===== src/rtl/router_pkg.sv =====
// Shared types and header field layout for the router receive path.
package router_pkg;

  typedef enum logic [2:0] {
    IDLE,
    HDR,
    PLD,
    PAR,
    DONE
  } rx_state_t;

  localparam int LEN_MSB = 7;
  localparam int LEN_LSB = 2;
  localparam int ADDR_W  = 2;
  localparam int LEN_W   = LEN_MSB - LEN_LSB + 1;

endpackage


===== src/rtl/rx_skid_buf.sv =====
// Two-entry {last, data} ready/valid buffer; entry 0 is always the head.
module rx_skid_buf (
  input  logic       clock,
  input  logic       reset,
  input  logic       push,
  input  logic [8:0] push_data,
  input  logic       pop,
  input  logic       force_last,
  output logic [8:0] head,
  output logic [1:0] occ
);

  logic [8:0] ent0;
  logic [8:0] ent1;
  logic       pop_v;

  assign pop_v = pop && (occ != 2'd0);
  // A lone head byte gets last immediately so an abort never lets it leave unmarked.
  assign head  = {ent0[8] | (force_last && (occ == 2'd1)), ent0[7:0]};

  always_ff @(posedge clock or posedge reset) begin
    if (reset) begin
      ent0 <= '0;
      ent1 <= '0;
      occ  <= '0;
    end else begin
      case ({push, pop_v})
        2'b10: begin
          if (occ == 2'd0) ent0 <= push_data;
          else             ent1 <= push_data;
          occ <= occ + 2'd1;
        end
        2'b01: begin
          ent0 <= ent1;
          occ  <= occ - 2'd1;
        end
        2'b11: begin
          if (occ == 2'd1) begin
            ent0 <= push_data;
          end else begin
            ent0 <= ent1;
            ent1 <= push_data;
          end
        end
        default: ;
      endcase
      // Mark whichever entry is the tail after this cycle's pop.
      if (force_last && !push) begin
        if (occ == 2'd2 && pop_v)       ent0[8] <= 1'b1;
        else if (occ == 2'd2)           ent1[8] <= 1'b1;
        else if (occ == 2'd1 && !pop_v) ent0[8] <= 1'b1;
      end
    end
  end

endmodule


===== src/rtl/router_rx_port.sv =====
// Per-port receive engine: pops header/payload/parity from the router FIFO,
// streams payload through a skid buffer and reports per-packet status.
module router_rx_port
  import router_pkg::*;
#(
  parameter logic [ADDR_W-1:0] PORT_ID = '0,
  parameter int unsigned       TIMEOUT = 64
) (
  input  logic        clock,
  input  logic        reset,
  input  logic        vld_out,
  input  logic [7:0]  data_out,
  output logic        read_enb,
  input  logic        pld_ready,
  output logic        pld_valid,
  output logic [7:0]  pld_data,
  output logic        pld_last,
  output logic        pkt_done,
  output logic        parity_err,
  output logic        addr_err,
  output logic        trunc_err,
  output logic [15:0] pkt_count
);

  localparam int unsigned TW = (TIMEOUT < 2) ? 1 : $clog2(TIMEOUT);

  rx_state_t        state, state_nxt;
  logic             rd_q;
  logic             rd_req;
  logic [LEN_W-1:0] len_q, issued, received;
  logic [7:0]       parity;
  logic             addr_bad, par_bad, trunc, par_sent;
  logic [TW-1:0]    to_cnt;
  logic             to_run, timeout_hit;
  logic             pop, push, pld_room;
  logic [2:0]       fill;
  logic [8:0]       head;
  logic [1:0]       occ;

  assign pop       = pld_valid && pld_ready;
  assign push      = (state == PLD) && rd_q;
  assign pld_valid = (occ != 2'd0);
  assign pld_data  = head[7:0];
  assign pld_last  = head[8];

  // Room is judged against occupancy after this cycle's push and pop.
  assign fill     = {1'b0, occ} + {2'b0, rd_q};
  assign pld_room = fill < (3'd2 + {2'b0, pop});

  assign to_run      = ((state == HDR) || (state == PLD) || (state == PAR)) && !vld_out && !rd_q;
  assign timeout_hit = to_run && (to_cnt == TW'(TIMEOUT - 1));
  assign read_enb    = rd_req && !reset;

  always_ff @(posedge clock or posedge reset) begin
    if (reset) state <= IDLE;
    else       state <= state_nxt;
  end

  always_comb begin
    state_nxt = state;
    rd_req    = 1'b0;
    case (state)
      IDLE: begin
        if (vld_out) begin
          rd_req    = 1'b1;
          state_nxt = HDR;
        end
      end
      HDR:  state_nxt = (data_out[LEN_MSB:LEN_LSB] == '0) ? PAR : PLD;
      PLD: begin
        rd_req = vld_out && (len_q > issued) && pld_room;
        if (issued == len_q) state_nxt = PAR;
      end
      PAR: begin
        rd_req = vld_out && !par_sent;
        if (rd_q) state_nxt = DONE;
      end
      DONE: if (occ == 2'd0) state_nxt = IDLE;
      default: state_nxt = IDLE;
    endcase
    if (timeout_hit) state_nxt = DONE;
  end

  always_ff @(posedge clock or posedge reset) begin
    if (reset) begin
      rd_q       <= 1'b0;
      len_q      <= '0;
      issued     <= '0;
      received   <= '0;
      parity     <= '0;
      addr_bad   <= 1'b0;
      par_bad    <= 1'b0;
      trunc      <= 1'b0;
      par_sent   <= 1'b0;
      to_cnt     <= '0;
      pkt_done   <= 1'b0;
      parity_err <= 1'b0;
      addr_err   <= 1'b0;
      trunc_err  <= 1'b0;
      pkt_count  <= '0;
    end else begin
      rd_q       <= read_enb;
      pkt_done   <= 1'b0;
      parity_err <= 1'b0;
      addr_err   <= 1'b0;
      trunc_err  <= 1'b0;
      if (read_enb || (state == IDLE)) to_cnt <= '0;
      else if (to_run)                 to_cnt <= to_cnt + TW'(1);
      case (state)
        HDR: begin
          len_q    <= data_out[LEN_MSB:LEN_LSB];
          issued   <= '0;
          received <= '0;
          parity   <= data_out;
          addr_bad <= (data_out[ADDR_W-1:0] != PORT_ID);
          par_bad  <= 1'b0;
          trunc    <= 1'b0;
          par_sent <= 1'b0;
        end
        PLD: begin
          if (read_enb) issued <= issued + LEN_W'(1);
          if (rd_q) begin
            parity   <= parity ^ data_out;
            received <= received + LEN_W'(1);
          end
        end
        PAR: begin
          if (read_enb) par_sent <= 1'b1;
          if (rd_q)     par_bad  <= (data_out != parity);
        end
        DONE: begin
          if (occ == 2'd0) begin
            pkt_done   <= 1'b1;
            parity_err <= par_bad;
            addr_err   <= addr_bad;
            trunc_err  <= trunc;
            pkt_count  <= pkt_count + 16'd1;
          end
        end
        default: ;
      endcase
      if (timeout_hit) trunc <= 1'b1;
    end
  end

  rx_skid_buf u_skid (
    .clock      (clock),
    .reset      (reset),
    .push       (push),
    .push_data  ({(received + LEN_W'(1)) == len_q, data_out}),
    .pop        (pop),
    .force_last (timeout_hit),
    .head       (head),
    .occ        (occ)
  );

endmodule


===== config.mk =====
export PLATFORM = sky130hd
export DESIGN_NAME = router_rx_port
export DESIGN_NICKNAME = d
export VERILOG_FILES = /design/src/rtl/router_pkg.sv /design/src/rtl/rx_skid_buf.sv /design/src/rtl/router_rx_port.sv
export SDC_FILE = /design/constraint.sdc
export NUM_CORES = 1
export LEC_CHECK = 0
export ABC_AREA = 1
export BUFFER_PORTS_ARGS = -buffer_cell sky130_fd_sc_hd__buf_4
export CAP_MARGIN = 20
export CORE_MARGIN = 5
export CORE_UTILIZATION = 64
export CTS_CLUSTER_DIAMETER = 80
export CTS_CLUSTER_SIZE = 10
export DETAILED_ROUTE_END_ITERATION = 8
export MAX_ROUTING_LAYER = met4
export PLACE_DENSITY_LB_ADDON = 0.05
export SLEW_MARGIN = 25
export SYNTH_ARGS = -nofsm -noshare
export SYNTH_HDL_FRONTEND = slang
export SYNTH_SLANG_ARGS = --single-unit

===== constraint.sdc =====
create_clock -name clock -period 4.4 [get_ports clock]
set_input_delay 0.22 -clock clock [delete_from_list [all_inputs] [get_ports clock]]
set_output_delay 0.22 -clock clock [all_outputs]
set_load 0.01 [all_outputs]

* After elaboration in Yosys (flattened, before gate mapping) *
Cells that the tools add are included.
Widths: inputs -> output; s select.

storage, ports and cells
  logic and storage cells = 145
  ROM bits = 0
  bits in latches = 0
  memory bits (writable) = 0
  output and inout bits = 31
  bits of input ports = 12
  memories = 0
  flip-flop bits (word level) = 80

operators by class
  bitwise operators = 2
  shift operators = 0
  $add $sub $neg = 8
  order comparisons = 2
  eq/ne operators = 24
  mux-type cells = 45
  div/mod/pow operators = 0
  reductions and logical operators = 43
  $mul = 0

operator list
  kind                   count
  $mux 9                 4
  $pmux 9 s3             1
  $mux 6                 4
  $pmux 6 s2             2
  $mux 1                 21
  $add 6x1->6 const B    3
  $pmux 9 s2             1
  $add 16x1->16 const B  1
  $pmux 8 s2             1
  $reduce_bool 2->1      8
  $mux 3                 5
  $pmux 3 s5             1
  $logic_and 1x1->1      14
  $ne 2x2->1 const B     7
  $eq 6x6->1             2
  $reduce_and 2->1       6
  $ne 3x2->1 const B     3
  $mux 8                 1
  $ne 8x8->1             1
  $xor 8x8->8            1
  $eq 2x2->1 const B     3
  $eq 3x2->1 const B     2
  $eq 6x6->1 const B     1
  $gt 6x6->1             1
  21 further kinds       30

* Longest topological paths before layout *
Gate-level depths: netlist of the first run.

  depth after elaboration = 9
  gate-level depth with buffers = 14
  gate-level depth less buffers = 13

* Cells and area by module *
A second synthesis of the first run with hierarchy kept.

unflattened totals
  cell total of the unflattened synthesis = 547
  area, all modules = 4498.1 µm²

by module, submodules not included
  module          seq. area each (µm²)  area each (µm²)  times used  cells an instance
  router_rx_port  1501.4                3285.7           1           390
  rx_skid_buf     500.5                 1212.4           1           157

* Least setup slack after synthesis of the first run *
No wires, ideal clock.

  kind = reg2reg
  from = register u_skid.occ[0]
  to = register u_skid.ent1[0]
  slack = 2.026 ns
  cell stages (with the launch flop) = 13
  path buffers = 2
  arrival time = 2.291 ns
  library setup time = 0.083 ns
  clock period less this slack = 2.374 ns
  required time = 4.317 ns
  cell sequence = dfrtp_1 > inv_1 > ha_1 > buf_2 > inv_1 > nand2_1 > ha_1 > nand2_1 > nand2_1 > nor2_1 > clkbuf_1 > nand3_1 > o21ai_0

on the way
  word-level cells in the longest chain between the ends = 6
  elaborated cells between the ends (all ways) = 12
  classes of those cells = eq/ne (5); mux (1); reduce/logical (6)

RTL lines
  what                                                       RTL line              source
  start, declared                                            rx_skid_buf.sv:10     output logic [1:0] occ
  start signal, assigned                                     rx_skid_buf.sv:31     occ <= occ + 2'd1;
  start signal, assigned                                     rx_skid_buf.sv:35     occ <= occ - 2'd1;
  $reduce_bool 2->1 *                                        router_rx_port.sv:42  assign pld_valid = (occ != 2'd0);
  net pld_valid                                              router_rx_port.sv:15  output logic pld_valid,
  $logic_and 1x1->1                                          router_rx_port.sv:40  assign pop = pld_valid && pld_ready;
  $logic_and 1x1->1 *                                        rx_skid_buf.sv:17     assign pop_v = pop && (occ != 2'd0);
  $eq 2x2->1                                                 rx_skid_buf.sv:27     case ({push, pop_v})
  $ne 2x2->1 (no line) or $reduce_bool 2->1 (tied branches)  -
  $reduce_and 3->1 (no line)                                 -
  end signal, assigned                                       rx_skid_buf.sv:30     else ent1 <= push_data;
  end signal, assigned                                       rx_skid_buf.sv:42     ent1 <= push_data;
  end, declared                                              rx_skid_buf.sv:14     logic [8:0] ent1;

Mark *: on every way through the listed nets, which the timed path passes. The rest lies on a longest branch.
A chain may end at the register's enable or synchronous reset.

* Final worst setup path of the first run *
  from = register u_skid.occ[0]
  to = register u_skid.ent1[4]

on the way
  word-level cells in the longest chain between the ends = 6
  elaborated cells between the ends (all ways) = 12
  classes of those cells = eq/ne (5); mux (1); reduce/logical (6)

RTL lines
  what                                                       RTL line
  $reduce_bool 2->1                                          rx_skid_buf.sv:17, router_rx_port.sv:42
  $logic_and 1x1->1                                          router_rx_port.sv:40
  $logic_and 1x1->1                                          rx_skid_buf.sv:17
  $eq 2x2->1                                                 rx_skid_buf.sv:27
  $ne 2x2->1 (no line) or $reduce_bool 2->1 (tied branches)  -
  $reduce_and 3->1 (no line)                                 -

Parallel ways exist; a longest one is shown, timed or not.

==> metrics, run 1 <==
status=finished clean; Die Width=93.19 µm; R2R depth=11; Min-Delay Path Class=primary input to flip-flop; antenna violations before repair=0; commonest non-fill, non-tap cell in the layout=nand2_1; area leader, netlist=dfrtp_1; vias in the first global route=3714; row cnt=30; detailed placer's ending HPWL=7051 µm; Routed wire per std cell=14.23 µm; critical path class=flip-flop to flip-flop; Mapped Cells=548; layout net count=618; TNS Setup=0 ns; largest net degree at the start of global routing=43; CORE AREA=6756 µm²; Startpoint Class=flip-flop; Starting Density=65.56%; first-pass GRT wire length=16790 µm; drt drc=0; r2r endpoint=u_skid.ent1[4]$_DFFE_PP0P_; clk buf depth=2; RSZ-0062 raised after global routing=no; Max Fanout on Critical Path=16; critical path launch point=u_skid.occ[0]$_DFFE_PP0P_; LEAKAGE=2.504 nW; Min Hold Slack=0.1392 ns; Clock H-tree levels=3; Post-Syn Area=4429 µm²; TritonRoute pass-1 iters=8; vias per cell=5.586; fraction of layout cells with a size suffix above 1=12.50%; Synth warnings=0; CTS tree=yes; Min-Delay Path Depth=3; Sink Count=80; Die ar.=8684 µm²; commonest cells after routing, fill and taps aside=115 x nand2_1, 80 x dfrtp_1, 79 x inv_1, 52 x nand3_1, 49 x nor2_1; reg2reg setup slack=1.58 ns; power per standard cell area=552.8 nW/µm²; Total Wirelength=9564 µm; Syn Nets=579; Tmin final=2.823 ns; DRT antenna net count=0; Achievable Freq=354.3 MHz; #FFs+latches synth=80; worst rel slew slack=44.96%; clk_skew=0.01573 ns; DIE HEIGHT=93.19 µm; total grt overflow=0; vias post-DR=3754; Hold Path Origin=data_out[2]; Yosys cell types=35; maximum vdd drop=0.3227 mV; Yosys top cell area share=45.20%; Hold Path End=u_skid.ent1[2]$_DFFE_PP0P_; PortBufs=42; Final Hold Fails=0; reg2reg start=u_skid.occ[0]$_DFFE_PP0P_; cts bufs inserted=9; top post-synthesis cells by area=dfrtp_1 45%, nand2_1 9.7%, inv_1 6.8%, nand3_1 5.9%, ha_1 5.4%; Final Cycle Share=64.15%; num ports=43; CTS root buffer=clkbuf_8; Post-Syn Area per Cell=8.083 µm²; fin. max-slew vios=0; final setup fails=0; Slew @ Worst Pin=0.8225 ns; WP data arrival=3.10 ns; PostCTS Resize Cnt=0; routability cong.=0.8952; clk slew on worst S/H paths=0.08 ns; P&R area growth vs syn=13.33%; ANT cells=0; CP Data Required Time=4.68 ns; Max Cap Viol=0; GRT Overall Usage=25.17%; Setup crit end kind=flip-flop; Seq/Total Area, Yosys=45.20%; worst-skew pair later-pin latency=0.36 ns; 1st-iter DRT viols=220
## flip-flops by register name, summed over array words and instances (netlist names), 3 cells and up
name and flops:
len_q 6, pkt_count 16, state 3, u_skid.ent0 9, issued 6, parity 8, received 6, to_cnt 6
u_skid.ent1 9
## how the worst max path moves through the flow
stage	to	depth (start not counted)
finish	u_skid.ent1[4]$_DFFE_PP0P_	11
detailed placement	u_skid.ent1[3]$_DFFE_PP0P_	11
global route	u_skid.ent1[1]$_DFFE_PP0P_	11
CTS	u_skid.ent1[2]$_DFFE_PP0P_	11
global placement	u_skid.ent1[2]$_DFFE_PP0P_	11
floorplan	u_skid.ent1[0]$_DFFE_PP0P_	12
## routing by layer
metal	GRT usage, %	vias to the layer above	share of wire, %
met3	5.068	20	4.6
met2	40.13	114	48
met5	-	-	0
li1	-	1848	-
met1	32.56	1772	45
met4	8.181	0	1.9
## power by group
group | internal, mW | switching, mW
clock network | 0.395 | 0.279
registers | 0.926 | 0.158
logic | 0.368 | 0.648
total | 1.69 | 1.09
## area by class of cell
cell class	instances	area (µm²)
multi-input combinational	367	2007
sequential	80	2002
fill	520	1737
timing repair buffer	45	340.3
inverter	84	316.6
clock buffer	10	137.6
clock inverter	6	116.4
tap	80	100.1
## logic make-up (layout without fill, tap and decap cells)
| family | after synthesis | in the layout | share of synthesized area, % |
|---|---|---|---|
| flip-flops | 80 | 80 | 45.20 |
| AO/OA/AOI/OAI | 72 | 72 | 9.294 |
| adder cells (fa/ha/maj) | 19 | 19 | 5.367 |
| AND/OR/NAND/NOR | 243 | 243 | 24.12 |
| buffers and inverters | 101 | 145 | 9.491 |
| XOR/XNOR | 33 | 33 | 6.525 |
## what timing repair did
item / 4_1_cts / 5_1_grt
setup buffers: 0 / 0
hold buffers: 1 / 0
hold endpoints to repair: 38 / 0
## synthesized netlist by cell type
cell	instances
a31oi_1	9
o21ai_0	40
nand3b_1	2
o211ai_1	3
nor3_2	2
clkbuf_1	5
nor2_4	1
o21ai_4	1
nand3_1	52
nor3_1	5
dfrtp_1	80
buf_2	3
o31ai_1	1
xnor2_1	8
nor4_1	4
inv_2	4
xor2_1	25
a21oi_1	4
nand2_2	1
nand4_1	7
o22ai_1	8
nor2_2	2
buf_6	1
nor3_4	1
ha_1	19
o2111ai_1	1
nand2_1	115
nand3_2	1
nor3b_1	1
nor2_1	49
o21ai_1	3
o21bai_1	1
buf_4	8
a211oi_1	1
inv_1	80
## through the flow
step / util, % / instances / worst slack [ns] / total power [mW] / instance area (µm²)
after floorplan: - / 548 / 2.026 / 1.837 / 4429
after global placement: 70.39 / 655 / 1.829 / 2.064 / 4756
after detailed placement: 70.39 / 655 / 1.652 / 2.103 / 4756
after CTS: 74.30 / 672 / 1.627 / 2.783 / 5020
after global routing: 74.30 / 672 / 1.261 / 3.003 / 5020
final: 74.30 / 672 / 1.577 / 2.775 / 5020
## critical path, cell delays in order, from the launching register on
cell     delay, ns
dfrtp_1       0.43
inv_1         0.10
ha_1          0.31
inv_1         0.20
nand2_1       0.24
inv_1         0.12
ha_1          0.24
nand2_1       0.07
nand2_1       0.12
nor2_1        0.66
nand3_1       0.15
o21ai_0       0.11
No activity file was read; power rests on OpenSTA's default activity.
==> run 2: changes to the inputs <==
- ABC_AREA: 1 -> 0
- CORE_UTILIZATION: 64 -> 54
- clock period: 4.4 -> 2.55 ns (I/O delays scaled with it)
==> run 2 against run 1 <==
Against the previous run:
- the run now ends with negative hold slack, negative setup slack left
- first-iteration DRC count up 32%
- final cell count down 6.1%
- setup slack worse by 1.6 ns
- wire length up 7.6%
- combinational power up 120%
- utilization down 10 points
- clock power up 63%
- critical path type is now flip-flop to output port
- critical endpoint is now read_enb
- largest cell class unchanged
- largest power group is now combinational cells
==> metrics, run 2 <==
status=complete, but fails checks; failing checks=negative hold slack, negative setup slack; WP data arrival=2.47 ns; Slew @ Worst Pin=0.7221 ns; DIE HEIGHT=100.3 µm; Syn Nets=502; Register Area=2002 µm²; Clock H-tree levels=3; ANT cells=0; drt drc=0; Seq/Total Area, Yosys=45.44%; Tmin final=2.600 ns; Min Hold Slack=-0.02430 ns; largest net degree at the start of global routing=81; commonest cells in the synthesized netlist=80 x dfrtp_1, 51 x nand2_1, 34 x nor2_1, 27 x o21ai_0, 26 x a21oi_1; #FFs+latches synth=80; max reg flops=16; PortBufs=42; fraction of layout cells with a size suffix above 1=19.20%; clk_skew=0.01286 ns; Yosys cell types=52; commonest cells after routing, fill and taps aside=80 x dfrtp_1, 65 x buf_4, 51 x nand2_1, 34 x nor2_1, 27 x o21ai_0; combinational power share=42.4%; clk slew on worst S/H paths=0.09 ns; sw frac=39.55%; CORE AREA=8093 µm²; CP Data Required Time=2.42 ns; Die ar.=10070 µm²; power per standard cell area=1040 nW/µm²; row cnt=33; num ports=43; area of placed instances=4886 µm²; critical path launch point=u_skid.occ[0]$_DFFE_PP0P_; Internal=3.261 mW; Setup crit end kind=output port; CTS Hold Bufs=0; Routed wire per std cell=16.31 µm; Final Cycle Share=101.9%; asr flop ratio synth=100.0%; ys flop type=dfrtp_1; routability cong.=0.9140; CP Capture Point=read_enb; Max Fanout on Critical Path=4; r2r endpoint=issued[3]$_DFFE_PP0P_; area leader, netlist=dfrtp_1; leading registers by flop count=pkt_count x16, u_skid.ent0 x9, u_skid.ent1 x9; detailed placer's ending HPWL=7363 µm; DRT antenna net count=0; fillers=688; Mapped Cells=471; clock power share=20.3%; Final WS setup=-0.04958 ns; Final Hold Fails=24; final setup fails=2; Psw=2.133 mW; worst rel slew slack=51.86%; Post-synth EDFFs=0; Post-Syn Area per Cell=9.353 µm²; Startpoint Class=flip-flop; GRT Overall Usage=22.49%; vias post-DR=3708; layout net count=552; TritonRoute pass-1 iters=5; cts bufs inserted=9; most numerous cell in the Yosys netlist=dfrtp_1; Die Width=100.3 µm; Min-Delay Path Class=primary input to asynchronous set/reset pin; vias per cell=5.876; reg2reg start=u_skid.occ[0]$_DFFE_PP0P_; Max Cap Viol=0; Starting Density=54.44%; total grt overflow=0; reg2reg setup slack=-0.03 ns; CTS root buffer=clkbuf_8; Seq pwr share=37.2%; vias in the first global route=3544; Yosys top cell area share=45.44%; worst-skew pair later-pin latency=0.36 ns; LEAKAGE=2.384 nW; clk buf depth=2; Synth warnings=0; RSZ-0062 raised after global routing=yes; P&R area growth vs syn=17.72%; Biggest register=pkt_count; Sink Count=80; fin util=64.08%; first-pass GRT wire length=17600 µm; critical path class=flip-flop to output port; fin. max-slew vios=0; Post-Syn Area=4405 µm²; multi-input logic area=2221 µm²; top post-synthesis cells by area=dfrtp_1 45%, ha_1 5.4%, xnor2_1 4.8%, nand2_1 4.3%, o21ai_0 3.1%; Achievable Freq=384.7 MHz; Total Wirelength=10290 µm; R2R depth=8; antenna violations before repair=0; final instance area=5186 µm²; maximum vdd drop=0.6972 mV; commonest non-fill, non-tap cell in the layout=dfrtp_1; 1st-iter DRT viols=290; CTS tree=yes
run 2: critical path, cell delays in order, from the launching register on:
cell and delay (ns):
dfrtp_1 0.42, ha_2 0.20, ha_2 0.16, or4b_1 0.45, a21o_1 0.19, a311o_1 0.30, buf_6 0.13, a21oi_4 0.15
buf_6 0.12
run 2: through the flow:
step	hold slack [ns]	TNS, ns	setup WS, ns	instances	power, mW
2_1_floorplan	0.3647	0	0.1127	471	3.566
5_1_grt	0.04704	-0.5381	-0.1252	631	5.827
4_1_cts	0.04802	-0.06448	-0.06448	631	5.409
6_report	-0.02430	-0.08200	-0.04958	631	5.395
3_3_place_gp	0.4313	0	0.09827	611	4.130
3_5_place_dp	0.4389	0	0.05613	611	4.206
run 2: power groups by stage:
stage | registers (mW) | clock network, mW | logic, mW
2_1_floorplan | 1.93 | 0 | 1.64
3_3_place_gp | 2.01 | 0 | 2.12
3_5_place_dp | 2.02 | 0 | 2.18
4_1_cts | 2.00 | 1.12 | 2.29
5_1_grt | 2.06 | 1.18 | 2.59
6_report | 2.01 | 1.10 | 2.29
run 2: how the worst min path moves through the flow:
stage                start                         end  slack [ns]  depth (start not counted)
2_1_floorplan        reset        addr_bad$_DFFE_PP0P_        0.36                          1
3_3_place_gp   data_out[5]        len_q[3]$_DFFE_PP0P_        0.43                          3
3_5_place_dp   data_out[5]        len_q[3]$_DFFE_PP0P_        0.44                          3
4_1_cts        data_out[5]        len_q[3]$_DFFE_PP0P_        0.05                          3
5_1_grt              reset       to_cnt[2]$_DFFE_PP0P_        0.05                          3
6_report             reset  u_skid.ent1[6]$_DFFE_PP0P_       -0.02                          3
run 2: cell type report:
type                    instances  area share [%]
well taps                     105           2.533
inverters                      19           1.448
clock inverters                 7           2.147
flip-flops and latches         80           38.60
multi-input cells             343           42.82
repair buffers                 68           10.06
clock buffers                   9           2.388
run 2: cell families after synthesis:
kind of cell	after synthesis	synth area share (%)
compound gates	119	17.35
xor+xnor	38	7.555
mux	5	1.193
flops	80	45.44
fa+ha+maj	19	5.396
buf+inv	48	5.027
simple gates	162	18.03
run 2: timing repair:
| item | CTS | global route |
|---|---|---|
| endpoints found under the setup margin | 1 | 15 |
| pin swaps | 4 | 0 |
| gates resized for setup | 6 | 3 |
| buffers inserted | 4 | 0 |
run 2: routing by layer:
metal  vias to the layer above  routed length (µm)  global-route usage [%]
met5                         -                   0                       -
met1                      1809                4893                   31.80
met4                         0                 202                   8.290
met2                       109                4631                   33.28
met3                        18                 562                   2.849
li1                       1772                   -                       -
